`src/rtl/nz_lane_sequencer.sv`:
```
// nz_lane_sequencer
//   Serializes one group of four data lanes into a stream of only the lanes
//   flagged nonzero in the group's mask. The lowest index is emitted first.
//   The lane index travels with each beat and doubles as the select of the
//   downstream 4:1 lane mux. Groups with an all-zero mask are consumed
//   without producing a beat. A wrapping group counter is kept for debug.
//
// Parameters
//   DATA_W   width of one lane
//   CNT_W    width of the debug group counter
//
// Ports
//   clk        clock, all state on the rising edge
//   rst_n      asynchronous active-low reset
//   in_valid   upstream group valid
//   in_ready   group accepted when in_valid & in_ready
//   in_data    four lanes, lane k at [k*DATA_W +: DATA_W]
//   in_mask    bit k set = lane k is nonzero and must be emitted
//   out_valid  output beat valid
//   out_ready  beat consumed when out_valid & out_ready
//   out_data   value of the selected lane (0 when idle)
//   out_idx    lane index of the current beat / downstream mux select
//   out_last   current beat is the final nonzero lane of its group
//   grp_cnt    groups accepted since reset, mod 2^CNT_W
module nz_lane_sequencer #(
    parameter int DATA_W = 32,
    parameter int CNT_W  = 16
) (
    input  logic                clk,
    input  logic                rst_n,
    input  logic                in_valid,
    output logic                in_ready,
    input  logic [4*DATA_W-1:0] in_data,
    input  logic [3:0]          in_mask,
    output logic                out_valid,
    input  logic                out_ready,
    output logic [DATA_W-1:0]   out_data,
    output logic [1:0]          out_idx,
    output logic                out_last,
    output logic [CNT_W-1:0]    grp_cnt
);

    typedef enum logic {
        IDLE = 1'b0,
        EMIT = 1'b1
    } state_t;

    state_t                   state_reg;
    logic [3:0]               rem_reg;
    logic [CNT_W-1:0]         grp_cnt_reg;
    logic [3:0][DATA_W-1:0]   data_q;

    logic [1:0] cur_idx;
    logic       rem_one;
    logic       emit;
    logic       in_fire;
    logic       out_fire;
    logic       load;

    // Lowest set bit of the remaining mask selects the current lane.
    always_comb begin
        cur_idx = 2'd0;
        if (rem_reg[0])      cur_idx = 2'd0;
        else if (rem_reg[1]) cur_idx = 2'd1;
        else if (rem_reg[2]) cur_idx = 2'd2;
        else if (rem_reg[3]) cur_idx = 2'd3;
    end

    // Exactly one bit left: clearing the lowest set bit leaves nothing.
    assign rem_one = (rem_reg != 4'd0) && ((rem_reg & (rem_reg - 4'd1)) == 4'd0);

    assign emit      = (state_reg == EMIT);
    assign out_valid = emit;
    assign out_last  = emit & rem_one;
    assign out_idx   = emit ? cur_idx : 2'd0;
    assign out_data  = emit ? data_q[cur_idx] : '0;

    // In EMIT a new group may only enter while the last beat is leaving,
    // which gives back-to-back groups with no bubble.
    assign in_ready = ~emit | (rem_one & out_ready);
    assign in_fire  = in_valid & in_ready;
    assign out_fire = emit & out_ready;
    assign load     = in_fire & (|in_mask);
    assign grp_cnt  = grp_cnt_reg;

    // Per-lane holding registers, loaded together when a nonzero group enters.
    for (genvar gi = 0; gi < 4; gi++) begin : gen_lane
        logic [DATA_W-1:0] lane_reg;

        always_ff @(posedge clk or negedge rst_n) begin
            if (!rst_n) begin
                lane_reg <= '0;
            end else if (load) begin
                lane_reg <= in_data[gi*DATA_W +: DATA_W];
            end
        end

        assign data_q[gi] = lane_reg;
    end

    always_ff @(posedge clk or negedge rst_n) begin
        if (!rst_n) begin
            state_reg   <= IDLE;
            rem_reg     <= 4'd0;
            grp_cnt_reg <= '0;
        end else begin
            if (in_fire) begin
                grp_cnt_reg <= grp_cnt_reg + CNT_W'(1);
            end

            case (state_reg)
                IDLE: begin
                    if (load) begin
                        rem_reg   <= in_mask;
                        state_reg <= EMIT;
                    end
                end
                EMIT: begin
                    if (out_fire) begin
                        if (!rem_one) begin
                            rem_reg <= rem_reg & ~(4'b0001 << cur_idx);
                        end else if (load) begin
                            rem_reg <= in_mask;
                        end else begin
                            // Zero-mask group or no group: nothing left to emit.
                            rem_reg   <= 4'd0;
                            state_reg <= IDLE;
                        end
                    end
                end
                default: begin
                    rem_reg   <= 4'd0;
                    state_reg <= IDLE;
                end
            endcase
        end
    end

endmodule

```
`config.mk`:
```
export PLATFORM = sky130hd
export DESIGN_NAME = nz_lane_sequencer
export DESIGN_NICKNAME = d
export VERILOG_FILES = /design/src/rtl/nz_lane_sequencer.sv
export SDC_FILE = /design/constraint.sdc
export NUM_CORES = 1
export LEC_CHECK = 0
export CAP_MARGIN = 15
export CELL_PAD_IN_SITES_DETAIL_PLACEMENT = 1
export CELL_PAD_IN_SITES_GLOBAL_PLACEMENT = 2
export CORE_UTILIZATION = 34
export CTS_BUF_LIST = sky130_fd_sc_hd__clkbuf_16
export DETAILED_ROUTE_END_ITERATION = 12
export PLACE_DENSITY_LB_ADDON = 0.1
export SYNTH_ARGS = -nofsm -noshare
export SYNTH_HDL_FRONTEND = slang
export SYNTH_SLANG_ARGS = --single-unit
```
`constraint.sdc`:
```
create_clock -name clk -period 3.2 [get_ports clk]
set_input_delay 0.96 -clock clk [delete_from_list [all_inputs] [get_ports clk]]
set_output_delay 0.96 -clock clk [all_outputs]
set_load 0.005 [all_outputs]
```
### Yosys cells after proc, flatten, opt, wreduce, memory -nomap -nowiden

Index checks and enable logic that the tools add are counted.

| word-level totals | value |
|---|---|
| output and inout port bits | 53 |
| input bits | 136 |
| word-level logic and storage cells | 45 |
| bits in registers | 149 |

| operators by class | value |
|---|---|
| reduce and logical (&&, ||, !) cells | 5 |
| order comparisons | 1 |
| $add $sub $neg | 2 |
| bitwise logic cells | 10 |
| muxes and demuxes | 17 |
| shifts and indexed selects | 1 |
| eq/ne operators | 2 |

Operator list:

| kind | count |
|---|---|
| $bmux W32 S2 | 1 |
| $mux W32 | 2 |
| $add A16 B1 Y16 const B | 1 |
| $mux W4 | 4 |
| $mux W2 | 5 |
| $and A4 B4 Y4 | 2 |
| $pmux W4 S2 | 1 |
| $and A1 B1 Y1 | 5 |
| $logic_not A4 Y1 | 1 |
| $not A4 Y4 | 1 |
| $reduce_bool A4 Y1 | 1 |
| $reduce_or A4 Y1 | 1 |
| $shl A1 B2 Y4 const A | 1 |
| $sub A4 B1 Y4 const B | 1 |
| $lt A2 B3 Y1 const B | 1 |
| $mux W1 | 3 |
| $ne A2 B1 Y1 const B | 1 |
| $ne A2 B2 Y1 const B | 1 |
| $pmux W1 S2 | 1 |
| $reduce_and A2 Y1 | 1 |
| $logic_and A1 B1 Y1 | 1 |
| $not A1 Y1 | 1 |
| $or A1 B1 Y1 | 1 |

### Longest topological paths before layout

Gate-level depths: netlist (run 1).

| depth | value |
|---|---|
| depth in word-level cells | 12 |
| mapped depth | 8 |
| gate-level depth less buffers | 5 |

### Least setup slack after synthesis (run 1)

Ideal clock, no wire load.

| timing | value |
|---|---|
| path kind | reg2out |
| start point | register rem_reg[2] |
| end point | output out_data[10] |
| buffers on the path | 2 |
| slack | 0.350 ns |
| arrival | 1.890 ns |
| cell stages (with the launch flop) | 8 |
| required time | 2.240 ns |
| cells stage by stage | dfrtp_1 > buf_6 > or2b_1 > a21oi_2 > buf_2 > mux2_2 > a222oi_1 > nor2_1 |

| between the ends | value |
|---|---|
| word-level cells in the longest chain between the ends | 6 |

RTL lines:

| element | line | text |
|---|---|---|
| from (decl) | 49 | `logic [3:0] rem_reg;` |
| from (signal assigned) | 114 | `rem_reg <= in_mask;` |
| from (signal assigned) | 121 | `rem_reg <= rem_reg & ~(4'b0001 << cur_idx);` |
| from (signal assigned) | 123 | `rem_reg <= in_mask;` |
| $mux W2 | 65 | `else if (rem_reg[2]) cur_idx = 2'd2;` |
| $mux W2 | 64 | `else if (rem_reg[1]) cur_idx = 2'd1;` |
| $mux W2 | 63 | `if (rem_reg[0]) cur_idx = 2'd0;` |
| $bmux W32 S2 | 76 | `assign out_data = emit ? data_q[cur_idx] : '0;` |
| $mux W32 (not written as such) | 76 |  |
| $mux W32 | 76 |  |
| to (decl) | 37 | `output logic [DATA_W-1:0] out_data,` |

Every way passes these cells. The select of a mux whose other input is x is not followed.

### Worst setup path in the final report (run 1)

| timing | value |
|---|---|
| start point | register rem_reg[2] |
| end point | output out_data[0] |

Same word-level chain as after synthesis.

==> out/qor.txt, run 1 <==
Synth area leader = dfrtp_1
Dominant cells by area after synthesis = dfrtp_1, mux2_4, mux2_2
GR met1 Demand/Resource = 0.2629
Worst Path Arrival = 2450 ps
Yosys cell types = 40
Drt first pass iters = 5
Register area share after synthesis = 0.5069
DIE AREA = 22,230 um2
Fillers = 2,117
Io pins = 189
Met3 usage = 0.05046
Worst reg2reg endpoint = gen_lane[1].lane_reg[14]$_DFFE_PN0P_
R2R Path Start = rem_reg[3]$_DFFE_PN0P_
Int Pwr = 0.007957 W
Area grow syn2layout = 40.81%
Worst min path class = register to register
Synthesized Nets = 631
TNS Setup = -3777 ps
ANT cells = 0
Overall Global Routing Usage = 0.1956
Area share of the largest cell type after synthesis = 0.5069
Nets = 849
Clock Latency Late Sink = 430 ps
CP Capture Type = output pin
Number of synthesized flops with an enable pin = 0
Worst setup SP type = register
I/O Buffers = 188
CTS tree = built
Crit path to = out_data[0]
Gpl congestion = 0.7412
Busiest grt layer = met2
Final period util = 1.064
Switch Pwr = 0.003818 W
Cell family with most CP delay = buffers and inverters
Comb power frac = 0.528
Root Buffer = clkbuf_16
Crit path cell chain = or2b_1 -> a21oi_4 -> buf_6 -> buf_8 -> buf_4 -> mux2_4 -> a222oi_1 -> nor2_1 -> buf_2
DP HPWL = 13.35 mm
Initial core utilization = 0.3488
DRC = 0
Via count = 4,949
# hold bufs at CTS = 0
Initial drt markers = 355
Wire length per cell = 20.66 um
Clock power frac = 0.188
First-pass GRT wire length = 32.57 mm
VDD IR max = 0.0004384 V
Switching portion of total power = 0.3242
Final setup margin = -206.3 ps
Max Slew Vio Count = 0
Highest Clock Rate = 293.6 MHz
Final instance area = 10,360 um2
Slew margin rel. = 0.5225
Area after DPL = 9522 um2
Core box area = 21,090 um2
Met2 Usage GRT = 0.3079
PwrDens = 1137 nW/um2
Sequential power share = 0.284
Max FFs per register = 128
Critical path class = register to output pin
Final min period = 3406 ps
Worst-path clk slew = 60 ps
WP depth = 9
Vias/cell = 4.954
Cells after synthesis = 494
H-tree depth = 4
Worst r2r path cells = 9
Ys async rst share = 1.000
Final ANT Viol Nets = 0
RSZ-0062 raised after global routing = true
Failing checks = setup timing
Largest net degree at the start of global routing = 73
Final setup viols = 32
Worst slew pin tran = 713.6 ps
Total length of routed wires = 20.64 mm
Initial antenna violation count = 0
Hold Fails Final Rpt = 0
LEAKAGE = 4.618 nW
Syn Std Cell Area = 7356 um2
Worst hold path startpoint = grp_cnt[15]$_DFFE_PN0P_
Worst R2R Setup Slack = 660 ps
CP max FO = 5
Syn avg cell area = 14.89 um2
Inst Count DP = 948
Status = finished with violations
Layout cells sized above 1 = 0.3826
Synth Register Bits = 149
CP bufs+invs = 4
Finished Layout Cells = 999
Total grt overflow = 0
Die Y = 149.1 um
Chip width = 149.1 um
Sink Count = 149
Vias in the first global route = 5,591
CTS Buffer Depth = 2
TritonCTS buffer count = 17
Clk_skew = 11.17 ps
Critical Path RT = 2240 ps
Critical path launch point = rem_reg[2]$_DFFE_PN0P_
Main synth FF type = dfrtp_1
Max stage delay on crit path = 380 ps
Slowest CP cell = dfrtp_1
Row cnt = 53
Yosys warnings = 0
Max-Cap Viols = 0
power by group through the flow:
stage / sequential, W / combinational [W] / clock (W)
finish: 0.00335 / 0.00621 / 0.00221
CTS: 0.00335 / 0.00626 / 0.00226
global placement: 0.00330 / 0.00594 / 0
global route: 0.00347 / 0.00670 / 0.00232
detailed placement: 0.00336 / 0.00599 / 0
floorplan: 0.00317 / 0.00402 / 0
per-stage QoR:
step	hold WS, ps	utilization	setup slack, ps	total power, W
final	476.8	0.4912	-206.3	0.01177
after global routing	497.1	0.4912	-293.7	0.01250
after global placement	464.2	0.4515	-70.35	0.009243
after detailed placement	459.7	0.4515	-93.83	0.009351
after CTS	473.6	0.4912	-295.4	0.01187
after floorplan	464.7	-	350.5	0.007192
how the worst min path moves through the flow:
stage / endpoint / cells after the start
final: grp_cnt[15]$_DFFE_PN0P_ / 1
after global routing: grp_cnt[15]$_DFFE_PN0P_ / 1
after CTS: grp_cnt[15]$_DFFE_PN0P_ / 1
after detailed placement: grp_cnt[15]$_DFFE_PN0P_ / 1
after global placement: grp_cnt[15]$_DFFE_PN0P_ / 1
after floorplan: grp_cnt[15]$_DFFE_PN0P_ / 1
cell usage in the layout, fill, tap and decap left out, types with 2 or more instances in the layout:
cell type / Yosys / layout
clkbuf_16: 0 / 18
buf_2: 4 / 17
nor2_1: 38 / 37
bufinv_16: 0 / 5
and2_1: 4 / 3
nor4b_4: 0 / 2
mux2_2: 40 / 20
and3_1: 3 / 3
nand2_1: 15 / 15
inv_6: 0 / 2
a222oi_1: 32 / 32
a21oi_4: 1 / 2
dfrtp_1: 149 / 149
nand3_1: 5 / 5
clkinv_1: 1 / 2
nor4_1: 2 / 2
inv_1: 2 / 4
mux2_4: 120 / 140
clkinvlp_4: 0 / 3
o21ai_0: 5 / 5
buf_4: 0 / 23
a21oi_1: 2 / 2
xnor2_1: 7 / 7
buf_6: 4 / 9
buf_12: 13 / 10
nand4_1: 3 / 3
clkdlybuf4s50_1: 0 / 153
clkbuf_2: 0 / 16
o21ai_4: 0 / 2
xor2_1: 9 / 9
nor3_1: 4 / 4
cell families after synthesis:
family	share of synthesized area
mux	0.3062
flops	0.5069
simple gates	0.05171
compound gates	0.06209
buf+inv	0.05239
xor+xnor	0.01905
fa+ha+maj	0.001701
layer usage:
| layer | share of wire | up-vias |
|---|---|---|
| met3 | 0.067 | 11 |
| li1 | - | 2256 |
| met4 | 0.0094 | 0 |
| met2 | 0.47 | 152 |
| met5 | 0 | - |
| met1 | 0.45 | 2530 |
synth_stat cells, types with 2 or more instances:
cell,count
xnor2_1,7
a21oi_1,2
nor4_1,2
clkbuf_1,13
o21ai_0,5
and2_1,4
nand2_1,15
nand3_1,5
nor2_1,38
nor4b_1,2
a222oi_1,32
dfrtp_1,149
mux2_2,40
buf_2,4
inv_1,2
nand4_1,3
xor2_1,9
and3_1,3
buf_12,13
nor3_1,4
buf_6,4
mux2_4,120
final cells by class:
type,count,area [um2],area share
Clock buffer,17,425.4,0.04107
Clock inverter,14,210.2,0.02029
Inverter,3,11.26,0.001087
Multi-Input combinational cell,309,3387,0.3270
Sequential cell,149,3729,0.3600
Tap cell,275,344.1,0.03322
Timing Repair Buffer,232,2251,0.2173
repair_timing:
| action | CTS | global route |
|---|---|---|
| endpoints found under the setup margin | 36 | 35 |
| pin swaps | 31 | 18 |
| setup buffers | 10 | 7 |
| gates resized for setup | 113 | 43 |
| gates cloned | 3 | 1 |
Power figures use the tool's default switching activity.
==> run 2, diff against run 1 <==
--- a/config.mk
+++ b/config.mk
@@ -11,6 +11,7 @@
 export CORE_UTILIZATION = 34
 export CTS_BUF_LIST = sky130_fd_sc_hd__clkbuf_16
 export DETAILED_ROUTE_END_ITERATION = 12
+export GPL_ROUTABILITY_DRIVEN = 0
 export PLACE_DENSITY_LB_ADDON = 0.1
 export SYNTH_ARGS = -nofsm -noshare
 export SYNTH_HDL_FRONTEND = slang
==> results of run 2 <==
Final layout, timing and power as in run 1 (identical DEF).
